$ cat config.mk
export PLATFORM = sky130hd
export DESIGN_NAME = mux8way_rr_collector
export DESIGN_NICKNAME = d
export VERILOG_FILES = /design/src/rtl/mux8way_rr_collector.sv
export SDC_FILE = /design/constraint.sdc
export NUM_CORES = 1
export LEC_CHECK = 0
export ABC_AREA = 0
export CORE_ASPECT_RATIO = 0.8
export CORE_MARGIN = 10
export CORE_UTILIZATION = 55
export CTS_BUF_LIST = sky130_fd_sc_hd__clkbuf_4 sky130_fd_sc_hd__clkbuf_8
export DETAILED_ROUTE_END_ITERATION = 8
export DONT_BUFFER_PORTS = 1
export PLACE_DENSITY = 0.75
export SKIP_LAST_GASP = 1
export SYNTH_ARGS = -nofsm -noshare
export SYNTH_HDL_FRONTEND = slang
export SYNTH_SLANG_ARGS = --single-unit
$ cat constraint.sdc
create_clock -name clk -period 5.1 [get_ports clk]
set_input_delay 0.51 -clock clk [delete_from_list [all_inputs] [get_ports clk]]
set_output_delay 0.51 -clock clk [all_outputs]
set_load 0.02 [all_outputs]
$ cat src/rtl/mux8way_rr_collector.sv
// ---------------------------------------------------------------------------
// mux8way_rr_collector
//
// Gathers words from eight producer channels onto a single output stream.
// A round-robin arbiter grants at most one requesting channel per cycle and
// the winning word is captured in a one-deep registered output stage. The
// output is tagged with the 3-bit index of the channel that supplied it.
//
// Ports:
//   clk        rising-edge clock
//   reset      asynchronous, active-high reset
//   in_valid   [7:0]         channel k has a word
//   in_data    [8*WIDTH-1:0] channel k word at [k*WIDTH +: WIDTH]
//   in_ready   [7:0]         one-hot (or zero) grant to the producers
//   out_valid                output register holds a word
//   out_data   [WIDTH-1:0]   captured word
//   out_sel    [2:0]         source channel of out_data (a=0 ... h=7)
//   out_ready                consumer accepts the held word
// ---------------------------------------------------------------------------
module mux8way_rr_collector #(
  parameter int WIDTH = 16
) (
  input  logic               clk,
  input  logic               reset,
  input  logic [7:0]         in_valid,
  input  logic [8*WIDTH-1:0] in_data,
  output logic [7:0]         in_ready,
  output logic               out_valid,
  output logic [WIDTH-1:0]   out_data,
  output logic [2:0]         out_sel,
  input  logic               out_ready
);

  typedef enum logic {
    EMPTY = 1'b0,
    FULL  = 1'b1
  } state_e;

  state_e             state_q, state_d;
  logic [WIDTH-1:0]   data_q, data_d;
  logic [2:0]         sel_q, sel_d;
  logic [2:0]         ptr_q, ptr_d;

  logic [WIDTH-1:0]   words_s [8];
  logic               can_load_s;
  logic               grant_found_s;
  logic [2:0]         grant_idx_s;
  logic [2:0]         cand_s;
  logic               hit_s;
  logic               grant_s;

  // Unpack the flat input bus into one word per channel.
  always_comb begin
    for (int k = 0; k < 8; k++) begin
      words_s[k] = in_data[k*WIDTH +: WIDTH];
    end
  end

  // The output stage can take a new word when empty or when it is draining.
  assign can_load_s = (state_q == EMPTY) || out_ready;

  // Round-robin scan starting at ptr; first valid channel wins.
  always_comb begin
    grant_found_s = 1'b0;
    grant_idx_s   = 3'd0;
    cand_s        = 3'd0;
    hit_s         = 1'b0;
    for (int i = 0; i < 8; i++) begin
      cand_s        = ptr_q + 3'(i);
      hit_s         = !grant_found_s && in_valid[cand_s];
      grant_idx_s   = hit_s ? cand_s : grant_idx_s;
      grant_found_s = grant_found_s | hit_s;
    end
  end

  // A grant only exists when the stage can load; reset suppresses all grants
  // so in_ready stays low for the whole reset period.
  assign grant_s = grant_found_s && can_load_s && !reset;

  // One-hot ready decode of the winning channel.
  always_comb begin
    in_ready = 8'd0;
    if (grant_s) begin
      in_ready[grant_idx_s] = 1'b1;
    end else begin
      in_ready = 8'd0;
    end
  end

  // Next-state logic for the output stage and arbitration pointer.
  always_comb begin
    state_d = state_q;
    data_d  = data_q;
    sel_d   = sel_q;
    ptr_d   = ptr_q;
    case (state_q)
      EMPTY: begin
        if (grant_s) begin
          state_d = FULL;
          data_d  = words_s[grant_idx_s];
          sel_d   = grant_idx_s;
          ptr_d   = grant_idx_s + 3'd1;
        end else begin
          state_d = EMPTY;
        end
      end
      FULL: begin
        if (grant_s) begin
          // Old word leaves and the new one loads on the same edge.
          state_d = FULL;
          data_d  = words_s[grant_idx_s];
          sel_d   = grant_idx_s;
          ptr_d   = grant_idx_s + 3'd1;
        end else if (out_ready) begin
          // Drain only: data and sel keep their last values.
          state_d = EMPTY;
        end else begin
          state_d = FULL;
        end
      end
      default: begin
        state_d = EMPTY;
      end
    endcase
  end

  // State, data, tag and pointer registers.
  always_ff @(posedge clk or posedge reset) begin
    if (reset) begin
      state_q <= EMPTY;
      data_q  <= '0;
      sel_q   <= 3'd0;
      ptr_q   <= 3'd0;
    end else begin
      state_q <= state_d;
      data_q  <= data_d;
      sel_q   <= sel_d;
      ptr_q   <= ptr_d;
    end
  end

  assign out_valid = (state_q == FULL);
  assign out_data  = data_q;
  assign out_sel   = sel_q;

endmodule

==> flow_summary.yaml <==
routing:
  vias_per_cell: 7.11
  maxUsedRoutingLayer: "met4"
  antenna_left: 0
  drt_first_pass_iters: 7
  wl_met3_um: 1250
  dr_total_vias: 2312
  wire_per_inst_um: 27.1
  dr.first_iter.drc_count: 141
  wl_met1_um: 3270
  drc_errors: 0
  wl_um: 8800
  met2WireLength_um: 4180
floorplanning:
  initial_core_util: 0.564
  dieArea_um2: 8940
  die_x_um: 103
  io_pins: 167
  coreArea_um2: 5410
  die_h_um: 86.6
  fp-row-count: 24
clock_network:
  cts-hold-fix-buffers: 0
  cts.sinks: 23
  clockRootBuffer: "clkbuf_8"
  cts.repair.resized: 0
  cts.clk_slew.worst_paths_ns: 0.09
  clock_latency_ns: 0.27
  clock_path_buffers: 2
  cts_buffers: 3
  htreeDepth: 1
  cts_setup_buffers: 0
  tritoncts: "done"
cells_and_area:
  fillerInstances: 464
  area_growth_pct: 1.15
  multi_input_area_um2: 2260
  final_nets: 402
  diodes: 0
  final_common_cell: "mux2i_1"
  finalInstanceArea_um2: 3090
  drive_gt1_frac: 0.242
  ff_latch_area_um2: 576
  final_cell_mix: "mux2i_1 (57), dfrtp_1 (23), mux4_2 (18)"
setup_path:
  reg2reg_from: "ptr_q[0]$_DFFE_PP0P_"
  arrival_ns: 3.79
  cp.required_ns: 4.59
  path_delay_family: "multiplexers"
  r2r_end: "out_data[8]$_DFFE_PP0P_"
  worst-path-stages: 11
  crit_path_top_delay_cell: "mux4_2"
  path_buf_inv: 3
  critPathCapture: "in_ready[0]"
  crit_start: "ptr_q[0]$_DFFE_PP0P_"
  max_stage_delay_ns: 0.67
  crit_type: "flip-flop to primary output"
  r2r_cells: 12
  startpoint_type: "flip-flop"
  crit_path_end_kind: "primary output"
  path_cells: "inv_1 -> ha_1 -> mux4_2 -> mux2_2 -> a21oi_1 -> o21ai_2 -> a211oi_4 -> buf_12 -> nand2_1 -> nor3b_1 -> buf_4"
  reg2reg_slack_ns: 1.00
  path_max_fanout: 49
logic_synthesis:
  ys_warn_count: 0
  ys_seq_area_frac: 0.189
  yosysTopAreaCell: "dfrtp_1"
  synth.area.top_cells: "dfrtp_1 (19%), mux2i_1 (19%), mux4_2 (13%)"
  ys_ff_latch: 23
  async_flop_share: 1.00
  synth_top_area_frac: 0.189
  syn_inst: 266
  syn_nets: 407
  netlist_area_um2: 3050
  synth_edf_count: 0
  postSynthAreaPerCell_um2: 11.5
  yosysUniqueCellTypes: 56
  ys.flop_type: "dfrtp_1"
grt:
  grt_max_degree: 50
  antenna_found_initial: 0
  track_usage: 0.189
  grt_pass1_wl_um: 13300
  first_global_vias: 2350
  overflow: 0
place:
  hpwl_um: 7280
  gp_congestion: 0.924
  placed_cell_area_um2: 3040
  numPortBuffers: 0
timing:
  rsz0062_at_grt: "false"
  fin_skew_ns: 0.00874
  hold_violations: 0
  finalSetupViolCount: 0
  clock.fmax_ghz: 0.232
  period_share: 0.844
  period_minus_slack_ns: 4.30
  slew_violations: 0
  maxSlewHeadroom: 0.189
  fin_setup_tns_ns: 0
  tightest_slew_ns: 1.21
run_status:
  status: "complete, no violations"
power_and_ir_drop:
  power.leakage_nw: 1.28
  vdd_drop_max_mv: 0.528
  p_per_area_nw_per_um2: 1130
worst_hold_path:
  worstHoldPathType: "input port to async pin"
run:
  max_cap_violations: 0
## stage by stage
step	power, mW	util	cells	setup WS [ns]	hold slack (ns)
6_report	3.49	0.571	325	0.798	0.311
5_1_grt	3.76	0.571	325	0.428	0.397
4_1_cts	3.50	0.571	325	0.808	0.361
3_5_place_dp	3.38	0.562	321	0.992	0.643
3_3_place_gp	3.33	0.562	321	1.16	0.636
2_1_floorplan	3.16	-	266	0.611	0.512
## registers in the layout, indices dropped and copies added, names as in the netlist
register	count
out_valid	1
out_data	16
out_sel	3
ptr_q	3
## synth_stat cells, drive strengths merged, types with 5 or more instances
cell,instances
inv,5
and2,15
dfrtp,23
mux2,7
nand2b,5
a221o,11
buf,16
clkbuf,6
mux4,23
nand2,14
o21ai,11
nor2,7
o211ai,8
a22oi,5
mux2i,62
## per-layer routing
| layer | up-vias | global-route usage |
|---|---|---|
| met2 | 152 | 0.305 |
| met3 | 14 | 0.0851 |
| li1 | 1049 | - |
| met1 | 1097 | 0.229 |
| met4 | 0 | 0.0328 |
| met5 | - | 0 |
## cells by family (layout without fill, tap and decap cells)
| logic type | Yosys count | count (layout) | synth area share |
|---|---|---|---|
| buf+inv | 27 | 21 | 0.0701 |
| fa+ha+maj | 2 | 2 | 0.00820 |
| mux | 92 | 92 | 0.414 |
| flops | 23 | 23 | 0.189 |
| compound gates | 59 | 59 | 0.182 |
| simple gates | 58 | 58 | 0.114 |
| xor+xnor | 5 | 5 | 0.0230 |
## worst min path at each step
stage,startpoint,endpoint,slack (ns)
after floorplan,reset,out_data[0]$_DFFE_PP0P_,0.51
after global placement,ptr_q[0]$_DFFE_PP0P_,ptr_q[0]$_DFFE_PP0P_,0.64
after detailed placement,out_sel[2]$_DFFE_PP0P_,out_sel[2]$_DFFE_PP0P_,0.64
after CTS,reset,out_valid$_DFF_PP0_,0.36
after global routing,reset,out_sel[0]$_DFFE_PP0P_,0.40
final,reset,out_valid$_DFF_PP0_,0.31
## worst reg2reg max path, stage by stage, from the launching register on
cell	delay (ns)
dfrtp_1	0.36
inv_1	0.10
ha_1	0.52
mux4_2	0.67
a21oi_4	0.24
a32oi_4	0.19
nor2_8	0.22
o221ai_2	0.13
a31oi_4	0.34
buf_4	0.42
mux4_2	0.38
and2_1	0.16
a221o_1	0.27
## report_power, final
group | leakage [nW] | total (mW) | internal, mW | switching, mW
Combinational | 0.976 | 2.91 | 1.40 | 1.51
Sequential | 0.282 | 0.465 | 0.274 | 0.190
Clock | 0.0255 | 0.115 | 0.0545 | 0.0606
## area by class of cell
| type | count | share of cell area |
|---|---|---|
| Multi-Input combinational cell | 216 | 0.733 |
| Clock inverter | 1 | 0.00162 |
| Sequential cell | 23 | 0.187 |
| Timing Repair Buffer | 12 | 0.0333 |
| Inverter | 5 | 0.00608 |
| Tap cell | 65 | 0.0264 |
| Clock buffer | 3 | 0.0134 |
No activity file was read; power rests on OpenSTA's default activity.
